### src/rtl/pto_move_sequencer_pkg.sv
// Shared types for the PTO move sequencer: FSM states, queued command
// word layout (dir, end, stop, start = 97 bits) and command validation.
package pto_move_sequencer_pkg;

  typedef enum logic [1:0] {
    ST_IDLE  = 2'd0,
    ST_SETUP = 2'd1,
    ST_RUN   = 2'd2,
    ST_DWELL = 2'd3
  } state_t;

  localparam int CMD_W = 97;

  typedef struct packed {
    logic        dir;
    logic [31:0] p_end;
    logic [31:0] p_stop;
    logic [31:0] p_start;
  } cmd_t;

  // A move must have pulses and ordered ramp points.
  function automatic logic cmd_ok(input cmd_t c);
    return (c.p_end != 32'd0)
        && (c.p_start <= c.p_stop)
        && (c.p_stop <= c.p_end);
  endfunction

endpackage

### src/rtl/pto_move_sequencer_cmd_fifo.sv
// Synchronous command FIFO, show-ahead read, flush has priority.
// Ports: clk, rst (async low), push/pop/flush, wdata/rdata, full/empty/level.
module pto_move_sequencer_cmd_fifo #(
  parameter int DEPTH = 4,
  parameter int WIDTH = 97
) (
  input  logic                     clk,
  input  logic                     rst,
  input  logic                     push,
  input  logic                     pop,
  input  logic                     flush,
  input  logic [WIDTH-1:0]         wdata,
  output logic [WIDTH-1:0]         rdata,
  output logic                     full,
  output logic                     empty,
  output logic [$clog2(DEPTH):0]   level
);

  localparam int AW = $clog2(DEPTH);

  logic [WIDTH-1:0] mem [DEPTH];
  logic [AW-1:0]    wp;
  logic [AW-1:0]    rp;
  logic             do_push;
  logic             do_pop;

  assign full    = (level == (AW+1)'(DEPTH));
  assign empty   = (level == '0);
  assign do_push = push && !full;
  assign do_pop  = pop && !empty;
  assign rdata   = mem[rp];

  always_ff @(posedge clk) begin
    if (do_push && !flush) mem[wp] <= wdata;
  end

  always_ff @(posedge clk or negedge rst) begin
    if (!rst) begin
      wp    <= '0;
      rp    <= '0;
      level <= '0;
    end else if (flush) begin
      wp    <= '0;
      rp    <= '0;
      level <= '0;
    end else begin
      if (do_push) wp <= wp + 1'b1;
      if (do_pop)  rp <= rp + 1'b1;
      level <= level + (AW+1)'(do_push) - (AW+1)'(do_pop);
    end
  end

endmodule

### src/rtl/pto_move_sequencer.sv
// Queues point-to-point moves and runs them one at a time on a PTO
// trapezoidal generator; tracks signed axis position from emitted pulses.
// Ports: cmd_* push side, abort/pos_clear controls, pto_* generator side,
// dir_out motor pin, status busy/move_done/aborted/timeout_err/position/queue_level.
module pto_move_sequencer
  import pto_move_sequencer_pkg::*;
#(
  parameter int unsigned FIFO_DEPTH     = 4,
  parameter int unsigned CLK_PER_US     = 50,
  parameter int unsigned DIR_SETUP_US   = 5,
  parameter int unsigned DWELL_US       = 1000,
  parameter int unsigned RUN_TIMEOUT_US = 0
) (
  input  logic                          clk,
  input  logic                          rst,
  input  logic                          cmd_valid,
  output logic                          cmd_ready,
  input  logic [31:0]                   cmd_start,
  input  logic [31:0]                   cmd_stop,
  input  logic [31:0]                   cmd_end,
  input  logic                          cmd_dir,
  output logic                          cmd_err,
  input  logic                          abort,
  input  logic                          pos_clear,
  output logic                          pto_rst_n,
  output logic [31:0]                   pto_pulse_start,
  output logic [31:0]                   pto_pulse_stop,
  output logic [31:0]                   pto_pulse_end,
  input  logic                          pto_program_end,
  input  logic                          pto_in,
  output logic                          dir_out,
  output logic                          busy,
  output logic                          move_done,
  output logic                          aborted,
  output logic                          timeout_err,
  output logic [31:0]                   position,
  output logic [$clog2(FIFO_DEPTH):0]   queue_level
);

  localparam int unsigned SU = DIR_SETUP_US * CLK_PER_US;
  localparam int unsigned DW = DWELL_US * CLK_PER_US;
  localparam int unsigned TO = RUN_TIMEOUT_US * CLK_PER_US;

  // A zero-length phase still occupies one cycle.
  localparam logic [31:0] SETUP_LAST = (SU == 0) ? 32'd0 : 32'(SU - 1);
  localparam logic [31:0] DWELL_LAST = (DW == 0) ? 32'd0 : 32'(DW - 1);
  localparam logic [31:0] TO_LAST    = (TO == 0) ? 32'd0 : 32'(TO - 1);
  localparam bit          WDOG_EN    = (RUN_TIMEOUT_US != 0);

  state_t      state;
  state_t      nstate;
  logic [31:0] timer;
  cmd_t        in_cmd;
  cmd_t        head;
  logic        full;
  logic        empty;
  logic        rdy_en;
  logic        hs;
  logic        in_ok;
  logic        pop;
  logic        flush;
  logic        tmr_clr;
  logic        done_set;
  logic        abt_set;
  logic        to_set;
  logic        pto_q;
  logic        step;

  // Keeps cmd_ready low while reset is asserted.
  assign cmd_ready = rdy_en && !full && !abort;
  assign in_cmd    = cmd_t'({cmd_dir, cmd_end, cmd_stop, cmd_start});
  assign hs        = cmd_valid && cmd_ready;
  assign in_ok     = cmd_ok(in_cmd);
  assign pto_rst_n = (state == ST_RUN);
  assign busy      = (state != ST_IDLE) || !empty;
  assign step      = pto_in && !pto_q
                  && ((state == ST_RUN) || (state == ST_DWELL));

  pto_move_sequencer_cmd_fifo #(
    .DEPTH (FIFO_DEPTH),
    .WIDTH (CMD_W)
  ) u_fifo (
    .clk   (clk),
    .rst   (rst),
    .push  (hs && in_ok),
    .pop   (pop),
    .flush (flush),
    .wdata (in_cmd),
    .rdata (head),
    .full  (full),
    .empty (empty),
    .level (queue_level)
  );

  always_comb begin
    nstate   = state;
    pop      = 1'b0;
    flush    = 1'b0;
    tmr_clr  = 1'b0;
    done_set = 1'b0;
    abt_set  = 1'b0;
    to_set   = 1'b0;
    unique case (state)
      ST_IDLE: begin
        if (!empty) begin
          pop     = 1'b1;
          nstate  = ST_SETUP;
          tmr_clr = 1'b1;
        end
      end
      ST_SETUP: begin
        if (timer == SETUP_LAST) begin
          nstate  = ST_RUN;
          tmr_clr = 1'b1;
        end
      end
      ST_RUN: begin
        if (pto_program_end) begin
          nstate   = ST_DWELL;
          done_set = 1'b1;
          tmr_clr  = 1'b1;
        end else if (WDOG_EN && timer == TO_LAST) begin
          nstate  = ST_DWELL;
          to_set  = 1'b1;
          flush   = 1'b1;
          tmr_clr = 1'b1;
        end
      end
      ST_DWELL: begin
        if (timer == DWELL_LAST) begin
          nstate  = ST_IDLE;
          tmr_clr = 1'b1;
        end
      end
      default: nstate = ST_IDLE;
    endcase
    // Abort overrides everything; only a live move reports it.
    if (abort) begin
      nstate   = ST_IDLE;
      pop      = 1'b0;
      flush    = 1'b1;
      tmr_clr  = 1'b1;
      done_set = 1'b0;
      to_set   = 1'b0;
      abt_set  = (state != ST_IDLE);
    end
  end

  always_ff @(posedge clk or negedge rst) begin
    if (!rst) begin
      state           <= ST_IDLE;
      timer           <= '0;
      rdy_en          <= 1'b0;
      cmd_err         <= 1'b0;
      move_done       <= 1'b0;
      aborted         <= 1'b0;
      timeout_err     <= 1'b0;
      pto_pulse_start <= '0;
      pto_pulse_stop  <= '0;
      pto_pulse_end   <= '0;
      dir_out         <= 1'b0;
    end else begin
      state       <= nstate;
      timer       <= (tmr_clr || state == ST_IDLE) ? '0 : timer + 32'd1;
      rdy_en      <= 1'b1;
      cmd_err     <= hs && !in_ok;
      move_done   <= done_set;
      aborted     <= abt_set;
      timeout_err <= timeout_err | to_set;
      if (pop) begin
        pto_pulse_start <= head.p_start;
        pto_pulse_stop  <= head.p_stop;
        pto_pulse_end   <= head.p_end;
        dir_out         <= head.dir;
      end
    end
  end

  always_ff @(posedge clk or negedge rst) begin
    if (!rst) begin
      pto_q    <= 1'b0;
      position <= '0;
    end else begin
      pto_q <= pto_in;
      if (pos_clear)  position <= '0;
      else if (step)  position <= dir_out ? position + 32'd1
                                          : position - 32'd1;
    end
  end

endmodule
### config.mk
export PLATFORM = sky130hd
export DESIGN_NAME = pto_move_sequencer
export DESIGN_NICKNAME = d
export VERILOG_FILES = /design/src/rtl/pto_move_sequencer_pkg.sv /design/src/rtl/pto_move_sequencer_cmd_fifo.sv /design/src/rtl/pto_move_sequencer.sv
export SDC_FILE = /design/constraint.sdc
export NUM_CORES = 1
export LEC_CHECK = 0
export CAP_MARGIN = 25
export CORE_ASPECT_RATIO = 1.5
export CORE_MARGIN = 1
export CORE_UTILIZATION = 45
export DETAILED_ROUTE_END_ITERATION = 16
export PLACE_DENSITY = 0.71
export SLEW_MARGIN = 5
export SYNTH_ARGS = -nofsm -noshare
export SYNTH_HDL_FRONTEND = slang
export SYNTH_SLANG_ARGS = --single-unit
### constraint.sdc
create_clock -name clk -period 3.4 [get_ports clk]
set_clock_uncertainty 0.05 [all_clocks]
set_input_delay 0.51 -clock clk [delete_from_list [all_inputs] [get_ports clk]]
set_output_delay 0.51 -clock clk [all_outputs]
set_load 0.02 [all_outputs]
==> results of run 1 <==
-- worst max-delay path, stage by stage --
cell	delay, ns
clkdlybuf4s50_1	0.62
inv_1	0.09
ha_1	0.30
a21o_1	0.18
a21o_1	0.18
a21oi_1	0.15
o21ai_0	0.10
a21oi_1	0.12
o21ai_1	0.12
a221oi_4	0.27
nor2b_4	0.21
buf_4	0.11
buf_4	0.13
and2_4	0.25
buf_4	0.26
-- power breakdown --
group,internal [uW],switching (uW),total [uW]
logic,3620,3440,7060
clock network,3440,2600,6040
registers,8090,608,8690
-- cells in the mapped netlist, drive strengths merged (16+ instances only) --
cell	count	area share
xnor2	20	0.0072
ha	106	0.055
nor4	16	0.0041
a21o	38	0.012
mux2	97	0.045
nand3	26	0.0053
o21ai	32	0.0066
inv	87	0.013
a21oi	77	0.016
xor2	33	0.012
mux4	97	0.090
edfxtp	388	0.48
nor2	59	0.0091
nand4	28	0.0075
clkbuf	34	0.0061
nand2	76	0.012
dfrtp	175	0.18
-- repair_timing --
action,CTS,global route
cloned,0,1
endpoints found under the setup margin,383,374
pin swaps,10,20
endpoints found under the hold margin,54,0
buffers inserted,1,8
gates resized for setup,27,55
hold buffers,1,0
-- worst max-delay path by stage --
stage                       startpoint                end  slack, ns
final                      cmd_end[29]  u_fifo.mem[3][82]       0.05
after global placement    cmd_start[9]    u_fifo.level[2]      -0.79
after floorplan            cmd_stop[1]   u_fifo.mem[0][0]     -0.004
after detailed placement   cmd_stop[5]    u_fifo.level[2]      -0.83
after CTS                 cmd_start[0]    u_fifo.level[2]      0.003
after global routing        cmd_end[9]  u_fifo.mem[3][82]      -0.02
-- layout make-up --
class	instances	area, sq um
timing repair buffer	404	3940
inverter	87	343
multi-input combinational	831	8020
clock inverter	31	384
fill	4080	22500
timing repair inverter	1	7.51
sequential	563	16000
tap	689	862
antenna	2	5.00
clock buffer	66	1380
-- per-layer routing --
layer  track usage  vias to the layer above
li1              -                     6687
met1         0.256                     7629
met2         0.407                      396
met3        0.0385                      108
met4        0.0556                       22
met5             0                        -
-- kinds of logic after synthesis --
family | synth area share
adders and majority gates | 0.0562
muxes | 0.136
DFF | 0.659
other | 0.000309
buffers and inverters | 0.0222
xor gates and xnor gates | 0.0191
and+or+nand+nor | 0.0562
AOI/OAI and AO/OA | 0.0516
-- metrics by stage --
stage | utilization | cells | power [uW] | setup TNS (ns) | setup slack [ns]
after floorplan | - | 1530 | 12800 | -1.40 | -0.00361
after global placement | 0.540 | 2565 | 15700 | -265.64 | -0.790
after detailed placement | 0.540 | 2565 | 15800 | -276.85 | -0.827
after CTS | 0.574 | 2664 | 21900 | 0 | 0.00318
after global routing | 0.579 | 2673 | 22800 | -0.335 | -0.0157
final | 0.579 | 2674 | 21800 | 0 | 0.0461
-- sequential cells by signal, indices dropped and copies added, names as in the netlist, 3 cells and up --
register,cells
timer,32
position,32
u_fifo.level,3
pto_pulse_start,32
u_fifo.mem,388
pto_pulse_end,32
pto_pulse_stop,32
==> impl_metrics.yaml, run 1 <==
critical_path:
  rr_startpoint: "dir_out"
  r2r_cells: 13
  rr_endpoint: "position[29]"
  r2r_slack_ns: 0.21
  required_ns: 3.64
  arrival_ns: 3.60
  setup.worst_path.start_class: "input port"
  worstPathMaxFanout: 12
  path_class: "input port to flop"
  crit_path_end_kind: "flop"
pwr:
  p_leak_uw: 0.0118
  vdd_ir_drop_max_v: 0.000758
  p_per_area_nw_per_um2: 703
hold_path:
  hp-class: "input port to flop"
  min_path_cells: 1
  hold_start: "cmd_start[25]"
  worst_hold_path.endpoint: "u_fifo.mem[1][25]"
placed_design:
  place_congestion: 0.894
  placed_area_sq_um: 28900
  dpl.hpwl_um: 41900
  port_buffers: 241
logic_synthesis:
  ys.flop_type: "edfxtp_1"
  synth.distinct_cells: 66
  synth_edf_count: 388
  yosys_warnings: 0
  synth.avg_cell_area_sq_um: 15.9
  syn-num-nets: 1742
  synthCells: 1530
  async_reset_ff_frac: 0.311
  yosys_register_bits: 563
  synth_seq_area_share: 0.659
  synth_area_sq_um: 24300
detailed_routing:
  drt_iter0_drc: 904
  ant_nets: 0
  via_per_inst: 5.55
  highest_layer: "met5"
  firstDrtPassIters: 5
  met2_length_um: 32400
  wl_um: 59300
  drt-wirelength-per-cell_um: 22.2
  vias: 14800
  drc: 0
  wl_met1_um: 22200
  route.met3.wl_um: 3090
cells_and_area:
  mostFrequentLayoutCells: "edfxtp_1, clkdlybuf4s50_1, dfrtp_1, buf_4"
  final_common_cell: "edfxtp_1"
  final_cell_area_sq_um: 31000
  area_growth_pct: 27.4
  nets: 2152
  drive_gt1_frac: 0.251
timing:
  final_max_slew_viol_count: 0
  relSlewSlack: 0.514
  max_clock_freq_mhz: 298
  setup_viol: 0
  hold_viol: 0
  fin_crit_ns: 3.35
  fin_crit_sh: 0.986
  whs_ns: 0.179
  tightest_slew_ns: 0.730
global_routing:
  antenna_found_initial: 14
  grt_pass1_vias: 15500
  grt_util_all_layers: 0.218
  grt_first_pass_wirelength_um: 89700
  grt_overflow_total: 0
  grt_max_degree: 99
die:
  core_sq_um: 53500
  die_y_um: 287
  rows: 104
  die_w_um: 192
  initial_core_util: 0.455
  num_io_pins: 243
  dieArea_sq_um: 55000
clock_network:
  numCtsBuffers: 52
  htree_levels: 2
  clock-root-buffer: "clkbuf_16"
  cts.sinks: 563
  cts_tree: "built"
  clk_pin_slew_ns: 0.06
  clock_latency_ns: 0.62
  clock_path_buffers: 3
run_status:
  outcome: "complete, no violations"
flow_run:
  drv_cap: 0
(Power assumes the default switching activity.)
==> run 2, diff against run 1 <==
- CTS_CLUSTER_SIZE: default -> 30
==> results of run 2 <==
Final layout, timing and power as in run 1 (identical DEF).
